**src/rtl/alu_issue.sv**
```systemverilog
// Decode-and-issue front end for the integer ALU: decodes one RV32I
// ALU instruction, holds the ALU inputs, and returns the writeback result.
module alu_issue (
    input  logic        clk,
    input  logic        rst_n,
    input  logic        in_valid,
    output logic        in_ready,
    input  logic [31:0] in_instr,
    input  logic [31:0] in_pc,
    input  logic [31:0] in_rs1_data,
    input  logic [31:0] in_rs2_data,
    output logic [3:0]  aluop,
    output logic [31:0] aluin1,
    output logic [31:0] aluin2,
    input  logic [31:0] aluout,
    output logic        wb_valid,
    input  logic        wb_ready,
    output logic [4:0]  wb_rd,
    output logic [31:0] wb_data,
    output logic        wb_illegal
);

    typedef enum logic [1:0] {
        IDLE,
        EXEC,
        RESP
    } state_t;

    typedef enum logic [1:0] {
        CLS_ALU,
        CLS_SLT,
        CLS_SLTU
    } cls_t;

    localparam logic [6:0] OPC_OP    = 7'b0110011;
    localparam logic [6:0] OPC_IMM   = 7'b0010011;
    localparam logic [6:0] OPC_LUI   = 7'b0110111;
    localparam logic [6:0] OPC_AUIPC = 7'b0010111;

    localparam logic [3:0] OP_ADD = 4'd0;
    localparam logic [3:0] OP_SUB = 4'd1;
    localparam logic [3:0] OP_SLL = 4'd2;
    localparam logic [3:0] OP_XOR = 4'd3;
    localparam logic [3:0] OP_SRL = 4'd4;
    localparam logic [3:0] OP_SRA = 4'd5;
    localparam logic [3:0] OP_OR  = 4'd6;
    localparam logic [3:0] OP_AND = 4'd7;

    state_t      state;
    cls_t        cls_q;
    logic [4:0]  rd_q;
    logic        ill_q;

    logic [6:0]  opcode;
    logic [2:0]  f3;
    logic [6:0]  f7;
    logic [31:0] imm_i;
    logic [31:0] imm_u;
    logic [31:0] rs2_sh;
    logic [31:0] imm_sh;

    logic [3:0]  d_op;
    logic [31:0] d_a;
    logic [31:0] d_b;
    cls_t        d_cls;
    logic        d_ill;
    logic [4:0]  d_rd;

    logic        accept;
    logic        slt_bit;
    logic        sltu_bit;
    logic        sign_diff;
    logic        unused_rs1_field;

    assign opcode = in_instr[6:0];
    assign f3     = in_instr[14:12];
    assign f7     = in_instr[31:25];
    assign imm_i  = {{20{in_instr[31]}}, in_instr[31:20]};
    assign imm_u  = {in_instr[31:12], 12'b0};
    assign rs2_sh = {27'b0, in_rs2_data[4:0]};
    assign imm_sh = {27'b0, in_instr[24:20]};

    // Operands arrive as data, so the rs1 register index is not needed.
    assign unused_rs1_field = ^in_instr[19:15];

    always_comb begin
        d_op  = OP_ADD;
        d_a   = 32'b0;
        d_b   = 32'b0;
        d_cls = CLS_ALU;
        d_ill = 1'b0;
        case (opcode)
            OPC_OP: begin
                d_a = in_rs1_data;
                d_b = in_rs2_data;
                if (f7 == 7'h00) begin
                    case (f3)
                        3'd0: d_op = OP_ADD;
                        3'd1: begin
                            d_op = OP_SLL;
                            d_b  = rs2_sh;
                        end
                        3'd2: begin
                            d_op  = OP_SUB;
                            d_cls = CLS_SLT;
                        end
                        3'd3: begin
                            d_op  = OP_SUB;
                            d_cls = CLS_SLTU;
                        end
                        3'd4: d_op = OP_XOR;
                        3'd5: begin
                            d_op = OP_SRL;
                            d_b  = rs2_sh;
                        end
                        3'd6: d_op = OP_OR;
                        default: d_op = OP_AND;
                    endcase
                end else if (f7 == 7'h20 && f3 == 3'd0) begin
                    d_op = OP_SUB;
                end else if (f7 == 7'h20 && f3 == 3'd5) begin
                    d_op = OP_SRA;
                    d_b  = rs2_sh;
                end else begin
                    d_ill = 1'b1;
                end
            end
            OPC_IMM: begin
                d_a = in_rs1_data;
                d_b = imm_i;
                case (f3)
                    3'd0: d_op = OP_ADD;
                    3'd1: begin
                        d_op  = OP_SLL;
                        d_b   = imm_sh;
                        d_ill = (f7 != 7'h00);
                    end
                    3'd2: begin
                        d_op  = OP_SUB;
                        d_cls = CLS_SLT;
                    end
                    3'd3: begin
                        d_op  = OP_SUB;
                        d_cls = CLS_SLTU;
                    end
                    3'd4: d_op = OP_XOR;
                    3'd5: begin
                        d_b = imm_sh;
                        if (f7 == 7'h00) begin
                            d_op = OP_SRL;
                        end else if (f7 == 7'h20) begin
                            d_op = OP_SRA;
                        end else begin
                            d_ill = 1'b1;
                        end
                    end
                    3'd6: d_op = OP_OR;
                    default: d_op = OP_AND;
                endcase
            end
            OPC_LUI: begin
                d_a = 32'b0;
                d_b = imm_u;
            end
            OPC_AUIPC: begin
                d_a = in_pc;
                d_b = imm_u;
            end
            default: d_ill = 1'b1;
        endcase
        // Illegal instructions present an all-zero add to the ALU.
        if (d_ill) begin
            d_op  = OP_ADD;
            d_a   = 32'b0;
            d_b   = 32'b0;
            d_cls = CLS_ALU;
        end
    end

    assign d_rd = d_ill ? 5'd0 : in_instr[11:7];

    assign in_ready = (state == IDLE) ||
                      (state == RESP && wb_ready);
    assign accept   = in_valid && in_ready;

    always_ff @(posedge clk or negedge rst_n) begin
        if (!rst_n) begin
            state  <= IDLE;
            aluop  <= OP_ADD;
            aluin1 <= 32'b0;
            aluin2 <= 32'b0;
            rd_q   <= 5'd0;
            cls_q  <= CLS_ALU;
            ill_q  <= 1'b0;
        end else begin
            if (accept) begin
                aluop  <= d_op;
                aluin1 <= d_a;
                aluin2 <= d_b;
                rd_q   <= d_rd;
                cls_q  <= d_cls;
                ill_q  <= d_ill;
            end
            case (state)
                IDLE: begin
                    if (in_valid) begin
                        state <= EXEC;
                    end
                end
                EXEC: begin
                    state <= RESP;
                end
                RESP: begin
                    if (wb_ready) begin
                        state <= in_valid ? EXEC : IDLE;
                    end
                end
                default: begin
                    state <= IDLE;
                end
            endcase
        end
    end

    // Differing signs decide the compare outright; otherwise a-b cannot
    // overflow and its sign bit is the answer.
    assign sign_diff = aluin1[31] ^ aluin2[31];
    assign slt_bit   = sign_diff ? aluin1[31] : aluout[31];
    assign sltu_bit  = sign_diff ? aluin2[31] : aluout[31];

    assign wb_valid   = (state == RESP);
    assign wb_illegal = wb_valid && ill_q;
    assign wb_rd      = wb_valid ? rd_q : 5'd0;

    always_comb begin
        wb_data = 32'b0;
        if (wb_valid && !ill_q && rd_q != 5'd0) begin
            case (cls_q)
                CLS_SLT:  wb_data = {31'b0, slt_bit};
                CLS_SLTU: wb_data = {31'b0, sltu_bit};
                default:  wb_data = aluout;
            endcase
        end
    end

endmodule

```
**config.mk**
```make
export PLATFORM = sky130hd
export DESIGN_NAME = alu_issue
export DESIGN_NICKNAME = d
export VERILOG_FILES = /design/src/rtl/alu_issue.sv
export SDC_FILE = /design/constraint.sdc
export NUM_CORES = 1
export LEC_CHECK = 0
export BUFFER_PORTS_ARGS = -buffer_cell sky130_fd_sc_hd__buf_2
export CORE_AREA = 2 2 106 108
export DETAILED_ROUTE_END_ITERATION = 7
export DIE_AREA = 0 0 108 110
export GPL_ROUTABILITY_DRIVEN = 0
export GPL_TIMING_DRIVEN = 0
export PLACE_DENSITY = 0.77
export SETUP_SLACK_MARGIN = 0.1
export SYNTH_ARGS = -nofsm -noshare
export SYNTH_HDL_FRONTEND = slang
export SYNTH_SLANG_ARGS = --single-unit
```
**constraint.sdc**
```tcl
create_clock -name clk -period 3.3 [get_ports clk]
set_input_delay 0.33 -clock clk [delete_from_list [all_inputs] [get_ports clk]]
set_output_delay 0.33 -clock clk [all_outputs]
set_load 0.02 [all_outputs]
```
# Word level (Yosys, flattened, before mapping)
# Index checks and enable logic that the tools add are counted.
[word_totals]
ram_bits = 0
elab_cells = 83
reg_bits = 78
latchBits = 0
romBits = 0
n_memories = 0
in_bits = 164
[classes]
div = 0
reduce_logical = 19
eq_ne = 17
muxes = 39
n_addsub = 0
bitwise = 1
shift = 0
mul = 0
order_cmp = 0
[op_table]
columns = ["operator", "count"]
rows = [
  ["$mux 32", 8],
  ["$pmux 32 s2", 2],
  ["$pmux 32 s3", 1],
  ["$pmux 3 s6", 2],
  ["$eq 7x6->1 const B", 3],
  ["$eq 7x5->1 const B", 2],
  ["$mux 3", 4],
  ["$mux 5", 2],
  ["$eq 3x3->1 const B", 3],
  ["$mux 1", 8],
  ["$mux 2", 4],
  ["$mux 4", 2],
  ["$pmux 2 s2", 2],
  ["$pmux 4 s2", 1],
  ["$reduce_or 2->1", 4],
  ["$logic_and 1x1->1", 7],
  ["$logic_not 7->1", 1],
  ["$reduce_bool 7->1", 1],
  ["$eq 3x2->1 const B", 2],
  ["$pmux 2 s3", 1],
  ["$reduce_bool 5->1", 1],
  ["$eq 2x1->1 const B", 2],
  ["$eq 2x2->1 const B", 2],
  ["$eq 3x1->1 const B", 1],
  ["other kinds (10)", 10],
]

# Longest topological paths before layout
# Gate-level depths: netlist of run 1.
[logic_depth]
ltp_word = 7
ltp_mapped = 8

# Worst setup path before layout of run 1
# No wires, ideal clock.
[synth_timing]
path_type = "register to output"
from = "register rd_q[0]"
to = "output port wb_data[10]"
path_stages_with_launch = 6
setup_slack_ns = 1.448
required_time_ns = 2.970
t_arrival_ns = 1.522
path_buffers = 1
cell_sequence = "dfrtp_1 -> or4_1 -> o21ai_0 -> nor2_1 -> clkbuf_1 -> and2_1"
[synth_via]
elab_chain_len = 3
[synth_lines]
columns = ["element", "line", "source"]
rows = [
  ["from (decl)", "51", "logic [4:0] rd_q;"],
  ["from (signal assigned)", "200", "rd_q <= d_rd;"],
  ["$reduce_bool 5->1", "237", "if (wb_valid && !ill_q && rd_q != 5'd0) begin"],
  ["$logic_and 1x1->1", "237", ""],
  ["$mux 32", "237", ""],
  ["to (decl)", "19", "output logic [31:0] wb_data,"],
]
# No other way between the ends.

# Worst setup path after layout of run 1
[layout_timing]
from = "register rd_q[0]"
to = "output port wb_data[9]"
# Same word-level chain as after synthesis.

==> results of run 1 <==
[metal layers]
| layer | global-route usage | share of wire | up-vias |
|---|---|---|---|
| met5 | 0 | 0 | - |
| met4 | 0.125 | 0.034 | 0 |
| met3 | 0.0388 | 0.074 | 35 |
| met2 | 0.451 | 0.51 | 238 |
| met1 | 0.295 | 0.39 | 2273 |
| li1 | - | - | 2269 |
[critical path, stage by stage (launching register included)]
cell      delay [ns]
dfrtp_1         0.39
or4_1           0.51
o21ai_0         0.27
nor2_1          0.14
clkbuf_1        0.20
and2_1          0.21
buf_2           0.16
[metrics by stage]
step           cell area [sq um]  utilization
2_1_floorplan               4410            -
3_3_place_gp                5930        0.554
3_5_place_dp                5960        0.557
4_1_cts                     6160        0.576
5_1_grt                     6160        0.576
6_report                    6160        0.576
[power breakdown]
part / switching, W / internal, W
Sequential: 0.0000102 / 0.000958
Combinational: 0.000255 / 0.000151
Clock: 0.000353 / 0.000369
[final cells by class]
cell class | count | area, sq um | share of cell area
Multi-Input combinational cell | 370 | 2280 | 0.370
Sequential cell | 77 | 1930 | 0.313
Timing Repair Buffer | 269 | 1380 | 0.223
Buffer | 40 | 188 | 0.0305
Tap cell | 140 | 175 | 0.0284
Clock buffer | 12 | 145 | 0.0236
Clock inverter | 4 | 47.5 | 0.00772
Inverter | 6 | 22.5 | 0.00366
Antenna cell | 1 | 2.50 | 0.000406
[final timing paths]
check / slack [ns] / start / end / cells past startpoint
setup reg to reg: 1.09 / state[0] / aluin2[20] / 5
max in group asynchronous: 2.31 / rst_n / aluin1[27] / 3
hold reg to reg: 0.48 / aluin1[29] / aluin1[29] / 2
hold / removal: 0.19 / wb_ready / state[1] / 2
setup / recovery: 0.74 / rd_q[0] / wb_data[9] / 6
min in group asynchronous: 0.41 / rst_n / rd_q[0] / 2
[cells by family (layout without fill, tap and decap cells)]
| kind of cell | count (synthesis) | in the layout | synth area share |
|---|---|---|---|
| XOR/XNOR | 1 | 1 | 0.00198 |
| buffers and inverters | 46 | 331 | 0.0476 |
| multiplexers | 6 | 6 | 0.0139 |
| flip-flops | 77 | 77 | 0.437 |
| AND/OR/NAND/NOR | 227 | 227 | 0.260 |
| other | 1 | 2 | 0.000850 |
| AO/OA/AOI/OAI | 133 | 133 | 0.234 |
| adder cells (fa/ha/maj) | 2 | 2 | 0.00567 |
[registers in the layout, summed over array words and instances (netlist names)]
| signal | count |
|---|---|
| state | 2 |
| aluop | 3 |
| cls_q | 2 |
| aluin2 | 32 |
| aluin1 | 32 |
| ill_q | 1 |
| rd_q | 5 |
[cells in the final DEF, fill, tap and decap left out, types with 2 or more instances in the layout]
cell,count
nand3_1,2
nor2b_1,38
a22oi_1,8
and2_1,37
a32oi_1,19
clkbuf_1,30
o21ai_0,11
buf_4,3
ha_1,2
clkbuf_8,10
nor3_1,2
o31ai_2,24
o22a_1,2
dfrtp_1,77
or4_1,2
nor3b_1,2
a21oi_1,34
nand2b_1,6
o21ai_1,6
buf_2,272
buf_6,3
a21bo_2,2
o22ai_1,3
nand2_1,122
clkinv_2,2
o31ai_1,15
nor2_1,7
inv_1,6
mux2i_1,5
o21a_1,2
[timing repair]
action,4_1_cts,5_1_grt
endpoints found under the hold margin,22,0
buffers inserted,0,0
hold buffers,1,0
==> flow_summary.json, run 1 <==
{
  "grt_max_degree": 56,
  "maxSlewHeadroom": 0.349,
  "avgSynthCellArea_sq_um": 8.95,
  "ant_nets": 0,
  "cts_tree": "yes",
  "synth_seq_cells": 77,
  "grt_pass1_wl_microns": 23100,
  "hold_ws_ns": 0.190,
  "outcome": "finished clean",
  "route.vias.total": 4815,
  "startpoint_type": "register",
  "ys_seq_area_frac": 0.437,
  "yosysTopAreaCell": "dfrtp_1",
  "fin_total_pwr_w": 0.00210,
  "critPathCaptureType": "output port",
  "drt_iter0_markers": 359,
  "die_height_microns": 110,
  "cts_made_buffers": 9,
  "antenna_found_initial": 1,
  "yosysWarnings": 0,
  "async_flop_share": 1.00,
  "finalSetupViolations": 0,
  "rows": 38,
  "finalNonFillerCells": 919,
  "post-place-cells": 901,
  "grt_pass1_vias": 4649,
  "die_x_microns": 108,
  "dr.pass1.iters": 5,
  "ctsHtreeMaxLevel": 3,
  "worst-setup-path-type": "register to output port",
  "cp_data_arrival_time_ns": 2.23,
  "post-place-ws_ns": 0.693,
  "yosysUniqueCellTypes": 48,
  "period_share": 0.776,
  "cts_root_buffer": "clkbuf_8",
  "ios": 272,
  "required_ns": 2.97,
  "netlist_instances": 493,
  "coreArea_sq_mm": 0.0107,
  "drive_gt1_frac": 0.418,
  "wirelength_microns": 15200,
  "worst_pin_slew_ns": 0.972,
  "hold_class": "input port to register",
  "synth_edf_count": 0,
  "port_buffers": 267,
  "final_max_slew_viol_count": 0,
  "syn_nets": 659,
  "grt-ovfl-total": 0,
  "yosys-top-cells-count": "nand2_1, dfrtp_1, nor2b_1",
  "clock_path_buffers": 2,
  "synth_top_area_frac": 0.437,
  "cts_resized": 0,
  "hpwl_microns": 11900,
  "wl_per_cell_microns": 16.5,
  "grt_setup_unrepaired": "no",
  "period_minus_slack_ns": 2.56,
  "hold_viol_final": 0,
  "crit_fanout": 10,
  "grt_usage": 0.252,
  "power.density_mw_per_mm2": 340,
  "leakage_nw": 3.18,
  "synth_flop_cell": "dfrtp_1",
  "clock_skew_ns": 0.00747,
  "die_area_sq_mm": 0.0119,
  "clk_latency_ns": 0.35,
  "cap_violations": 0,
  "ir_drop_v": 0.000200,
  "clk_pin_slew_ns": 0.08,
  "start_util": 0.413,
  "yosysMostFrequentCell": "nand2_1",
  "fin_ws_ns": 0.738,
  "netlist_area_sq_mm": 0.00441,
  "finalSetupTns_ns": 0,
  "drc": 0,
  "nNetsFinal": 939,
  "syn_to_final_growth_pct": 39.6,
  "cts_sinks": 77,
  "synthTopCellsByArea": "dfrtp_1, nand2_1, o31ai_2",
  "nFillCells": 997,
  "vias_per_cell": 5.24,
  "max_freq_ghz": 0.390
}
Note: power is estimated with default switching activity, not from simulation.
==> run 2, diff against run 1 <==
--- a/config.mk
+++ b/config.mk
@@ -6,9 +6,8 @@
 export NUM_CORES = 1
 export LEC_CHECK = 0
 export BUFFER_PORTS_ARGS = -buffer_cell sky130_fd_sc_hd__buf_2
-export CORE_AREA = 2 2 106 108
+export CORE_UTILIZATION = 39
 export DETAILED_ROUTE_END_ITERATION = 7
-export DIE_AREA = 0 0 108 110
 export GPL_ROUTABILITY_DRIVEN = 0
 export GPL_TIMING_DRIVEN = 0
 export PLACE_DENSITY = 0.77
==> constraint.sdc (replaced) <==
create_clock -name clk -period 2.1 [get_ports clk]
set_input_delay 0.21 -clock clk [delete_from_list [all_inputs] [get_ports clk]]
set_output_delay 0.21 -clock clk [all_outputs]
set_load 0.02 [all_outputs]
==> run 2 against run 1 <==
Effect of this change:
- the run now ends with negative setup slack left
- sequential power up 57%
- sequential share of layout area fell by 2.1 points
- critical path depth unchanged
- combinational power grew 61%
==> flow_summary.json, run 2 (synthesis gave the netlist of run 1 again) <==
{
  "outcome": "finished, violations left",
  "violations": "negative setup slack",
  "max_stage_delay_ns": 0.55,
  "cts_tree": "yes",
  "final_cell_mix": "buf_2, nand2_1, dfrtp_1",
  "die_x_microns": 108,
  "drt_iter0_markers": 256,
  "cap_violations": 0,
  "final_max_slew_viol_count": 0,
  "layout_commonest_cell": "buf_2",
  "clk_latency_ns": 0.33,
  "vias_per_cell": 5.09,
  "cp_data_arrival_time_ns": 1.97,
  "drc": 0,
  "start_util": 0.404,
  "worst_pin_slew_ns": 0.748,
  "ir_drop_v": 0.000416,
  "grt_usage": 0.257,
  "hpwl_microns": 11300,
  "startpoint_type": "register",
  "hold_class": "input port to register",
  "fin_area_sq_mm": 0.00660,
  "critPathTopFamily": "simple AND/OR/NAND/NOR gates",
  "grt_pass1_vias": 4679,
  "nFillCells": 986,
  "grt_max_degree": 62,
  "max_freq_ghz": 0.459,
  "reg_top3": "aluin1 x32, aluin2 x32, rd_q x5",
  "port_buffers": 267,
  "cts_root_buffer": "clkbuf_16",
  "multi_input_area_sq_mm": 0.00237,
  "grt_pass1_wl_microns": 23200,
  "ctsHtreeMaxLevel": 3,
  "antenna-diode-count": 0,
  "syn_to_final_growth_pct": 49.4,
  "worst-setup-path-type": "register to output port",
  "grt_setup_unrepaired": "yes",
  "fin_total_pwr_w": 0.00372,
  "place_area_sq_mm": 0.00596,
  "register_area_sq_mm": 0.00193,
  "maxSlewHeadroom": 0.501,
  "path_buf_inv": 2,
  "drive_gt1_frac": 0.465,
  "antenna_found_initial": 0,
  "clock_skew_ns": 0.0107,
  "cts_sinks": 77,
  "cts_made_buffers": 9,
  "crit_start": "rd_q[0]",
  "post-place-ws_ns": -0.385,
  "grt-ovfl-total": 0,
  "hold_viol_final": 0,
  "coreArea_sq_mm": 0.0109,
  "crit_chain": "or4_4 > o21ai_4 > nor2_4 > buf_8 > and2_1 > buf_2",
  "worstHoldStart": "wb_ready",
  "period_minus_slack_ns": 2.18,
  "ios": 272,
  "die_height_microns": 108,
  "ant_nets": 0,
  "rows": 38,
  "critPathCaptureType": "output port",
  "wl_per_cell_microns": 16.4,
  "crit_fanout": 10,
  "r2r-start": "state[1]",
  "period_share": 1.04,
  "leakage_nw": 3.32,
  "nNetsFinal": 942,
  "wirelength_microns": 15100,
  "power.density_mw_per_mm2": 564,
  "dr.pass1.iters": 4,
  "clock_path_buffers": 2,
  "slowest_stage": "or4_4",
  "required_ns": 1.89,
  "clk_pin_slew_ns": 0.06,
  "finalSetupViolations": 30,
  "die_area_sq_mm": 0.0117,
  "route.vias.total": 4691,
  "fin_ws_ns": -0.0795
}
==> run 2: cell count changes in the layout (fill, tap and decap cells not counted), sizes merged <==
cell,change
buf,+5
clkbuf,-2
diode,-1
==> run 2: per-layer routing <==
layer	GRT usage	wire, microns
met1	0.304	6240
met2	0.472	7670
met5	0	0
met4	0.0830	363
met3	0.0404	874
==> run 2: final timing paths <==
check	endpoint	slack [ns]	cells after the start
max	wb_data[16]	-0.08	6
min	state[1]	0.10	2
max reg2reg	aluin1[16]	0.29	6
min reg2reg	aluin2[10]	0.47	2
max in group asynchronous	aluin1[7]	1.22	3
min in group asynchronous	aluin2[15]	0.29	2
==> run 2: repair_timing <==
action / in CTS / in global routing
hold buffers: 1 / 0
endpoints found under the hold margin: 16 / 0
setup buffers: 3 / 0
endpoints found under the setup margin: 51 / 69
gates resized for setup: 74 / 34
pin swaps: 2 / 3
==> run 2: area by class of cell <==
class | instances | area share
Clock buffer | 12 | 0.0374
Clock inverter | 4 | 0.00721
Sequential cell | 77 | 0.292
Timing Repair Buffer | 272 | 0.239
Multi-Input combinational cell | 370 | 0.360
Buffer | 40 | 0.0347
Tap cell | 140 | 0.0266
Inverter | 6 | 0.00341
==> run 2: per-stage QoR <==
| step | cells | hold WS [ns] | util | TNS, ns |
|---|---|---|---|---|
| after floorplan | 493 | -0.0856 | - | 0 |
| after global placement | 900 | 0.430 | 0.542 | -7.46 |
| after detailed placement | 901 | 0.100 | 0.545 | -8.05 |
| after CTS | 921 | 0.104 | 0.595 | -2.05 |
| after global routing | 921 | 0.104 | 0.603 | -3.12 |
| final | 921 | 0.103 | 0.603 | -1.62 |
==> run 2: report_power, final <==
group | switching [W] | internal [W]
clock network | 0.000596 | 0.000950
registers | 0.0000151 | 0.00151
logic | 0.000407 | 0.000245
==> run 3, diff against run 2 <==
--- a/config.mk
+++ b/config.mk
@@ -11,6 +11,7 @@
 export GPL_ROUTABILITY_DRIVEN = 0
 export GPL_TIMING_DRIVEN = 0
 export PLACE_DENSITY = 0.77
+export RECOVER_POWER = 25
 export SETUP_SLACK_MARGIN = 0.1
 export SYNTH_ARGS = -nofsm -noshare
 export SYNTH_HDL_FRONTEND = slang
==> run 3 against run 2 <==
Effect of this change:
- clock power about the same
- worst hold slack is essentially flat
- cell count unchanged
- utilization shrank 0.22 points
- power fell by 0.18%
- register-to-register slack hardly changed
- the flow still finishes with violations (negative setup slack)
- highest routed layer unchanged
==> flow_summary.json, run 3 (synthesis gave the netlist of run 1 again) <==
{
  "crit_start": "rd_q[0]",
  "grt_pass1_wl_microns": 23200,
  "cap_violations": 0,
  "cts_tree": "yes",
  "worst_pin_slew_ns": 0.900,
  "gr-usage-met3": 0.0404,
  "cp_data_arrival_time_ns": 1.97,
  "period_minus_slack_ns": 2.18,
  "rows": 38,
  "crit_fanout": 10,
  "grt_util_met2": 0.472,
  "layout_commonest_cell": "buf_2",
  "die_height_microns": 108,
  "antenna-diode-count": 0,
  "clock_path_buffers": 2,
  "required_ns": 1.89,
  "drive_gt1_frac": 0.464,
  "post-place-ws_ns": -0.385,
  "clk_latency_ns": 0.33,
  "fin_ws_ns": -0.0801,
  "die_x_microns": 108,
  "grt_pass1_vias": 4679,
  "hold_class": "input port to register",
  "period_share": 1.04,
  "ir_drop_v": 0.000417,
  "dr.pass1.iters": 4,
  "clk_pin_slew_ns": 0.06,
  "reg2reg_to": "aluin1[26]",
  "place_area_sq_mm": 0.00596,
  "hpwl_microns": 11300,
  "ctsHtreeMaxLevel": 3,
  "clock_skew_ns": 0.0116,
  "grt-ovfl-total": 0,
  "busiest_layer": "met2",
  "leakage_nw": 3.31,
  "vias_per_cell": 5.10,
  "final_cell_mix": "buf_2, nand2_1, dfrtp_1",
  "max_freq_ghz": 0.459,
  "r2r_setup_slack_ns": 0.28,
  "grt_setup_unrepaired": "yes",
  "ant_nets": 0,
  "cts_sinks": 77,
  "cts_root_buffer": "clkbuf_16",
  "start_util": 0.404,
  "cts_made_buffers": 9,
  "nNetsFinal": 942,
  "ios": 272,
  "final_core_util": 0.601,
  "hold_depth": 2,
  "maxSlewHeadroom": 0.400,
  "worst-setup-path-type": "register to output port",
  "drt_iter0_markers": 285,
  "drc": 0,
  "coreArea_sq_mm": 0.0109,
  "wirelength_microns": 15100,
  "hold_viol_final": 0,
  "outcome": "finished, violations left",
  "syn_to_final_growth_pct": 48.9,
  "reg_top3": "aluin1 x32, aluin2 x32, rd_q x5",
  "critPathCaptureType": "output port",
  "nFillCells": 988,
  "die_area_sq_mm": 0.0117,
  "r2r-start": "state[1]",
  "startpoint_type": "register",
  "wl_per_cell_microns": 16.4,
  "final_max_slew_viol_count": 0,
  "crit_end": "wb_data[16]",
  "rr_worst_depth": 6,
  "violations": "negative setup slack",
  "power.density_mw_per_mm2": 565,
  "fin_area_sq_mm": 0.00657,
  "use_met1": 0.304,
  "route.vias.total": 4701,
  "port_buffers": 267,
  "grt_max_degree": 62,
  "antenna_found_initial": 0,
  "finalSetupViolations": 30,
  "grt_usage": 0.257
}
-- run 3: changes by cell type in the layout (fill, tap and decap cells not counted) --
cell	delta
buf_16	-1
clkbuf_1	+1
-- run 3: worst min-delay path by stage --
stage	from	endpoint
4_1_cts	wb_ready	state[1]
5_1_grt	wb_ready	state[1]
2_1_floorplan	rst_n	aluin1[0]
6_report	wb_ready	state[1]
3_5_place_dp	rst_n	aluin2[21]
3_3_place_gp	wb_ready	state[1]
-- run 3: area by class of cell --
cell class	count	area, sq um	area share
Inverter	6	22.5	0.00343
Sequential cell	77	1930	0.293
Clock buffer	12	246	0.0375
Timing Repair Buffer	272	1550	0.236
Clock inverter	4	47.5	0.00724
Buffer	40	229	0.0348
Multi-Input combinational cell	370	2370	0.361
Tap cell	140	175	0.0267
-- run 3: metrics by stage --
step / total power (W) / cells / hold WS [ns] / setup TNS [ns]
2_1_floorplan: 0.00187 / 493 / -0.0856 / 0
3_3_place_gp: 0.00217 / 900 / 0.430 / -7.46
3_5_place_dp: 0.00219 / 901 / 0.100 / -8.05
4_1_cts: 0.00375 / 921 / 0.104 / -2.05
5_1_grt: 0.00390 / 921 / 0.104 / -4.92
6_report: 0.00372 / 921 / 0.103 / -1.65
-- run 3: where the power goes --
group / total, W / internal, W / switching (W) / leakage (nW)
registers: 0.00152 / 0.00151 / 0.0000151 / 1.07
clock network: 0.00155 / 0.000950 / 0.000596 / 0.143
logic: 0.000647 / 0.000240 / 0.000406 / 2.10
total: 0.00372 / 0.00270 / 0.00102 / 3.31
-- run 3: critical path, cell delays in order (launching register included) --
cell and delay (ns):
dfrtp_1 0.39, or4_4 0.55, o21ai_4 0.18, nor2_4 0.09
buf_8 0.14, and2_1 0.15, buf_2 0.16
-- run 3: metal layers --
metal	share of wire	wire length [microns]
met1	0.40	6060
met2	0.51	7680
met3	0.068	1030
met4	0.024	357
met5	0	0
-- run 3: timing repair --
| action | in CTS | in global routing |
|---|---|---|
| buffers inserted | 3 | 0 |
| resized for setup | 74 | 34 |
| pin swaps | 2 | 3 |
| hold endpoints to repair | 16 | 0 |
| endpoints found under the setup margin | 51 | 69 |
| hold buffers | 1 | 0 |
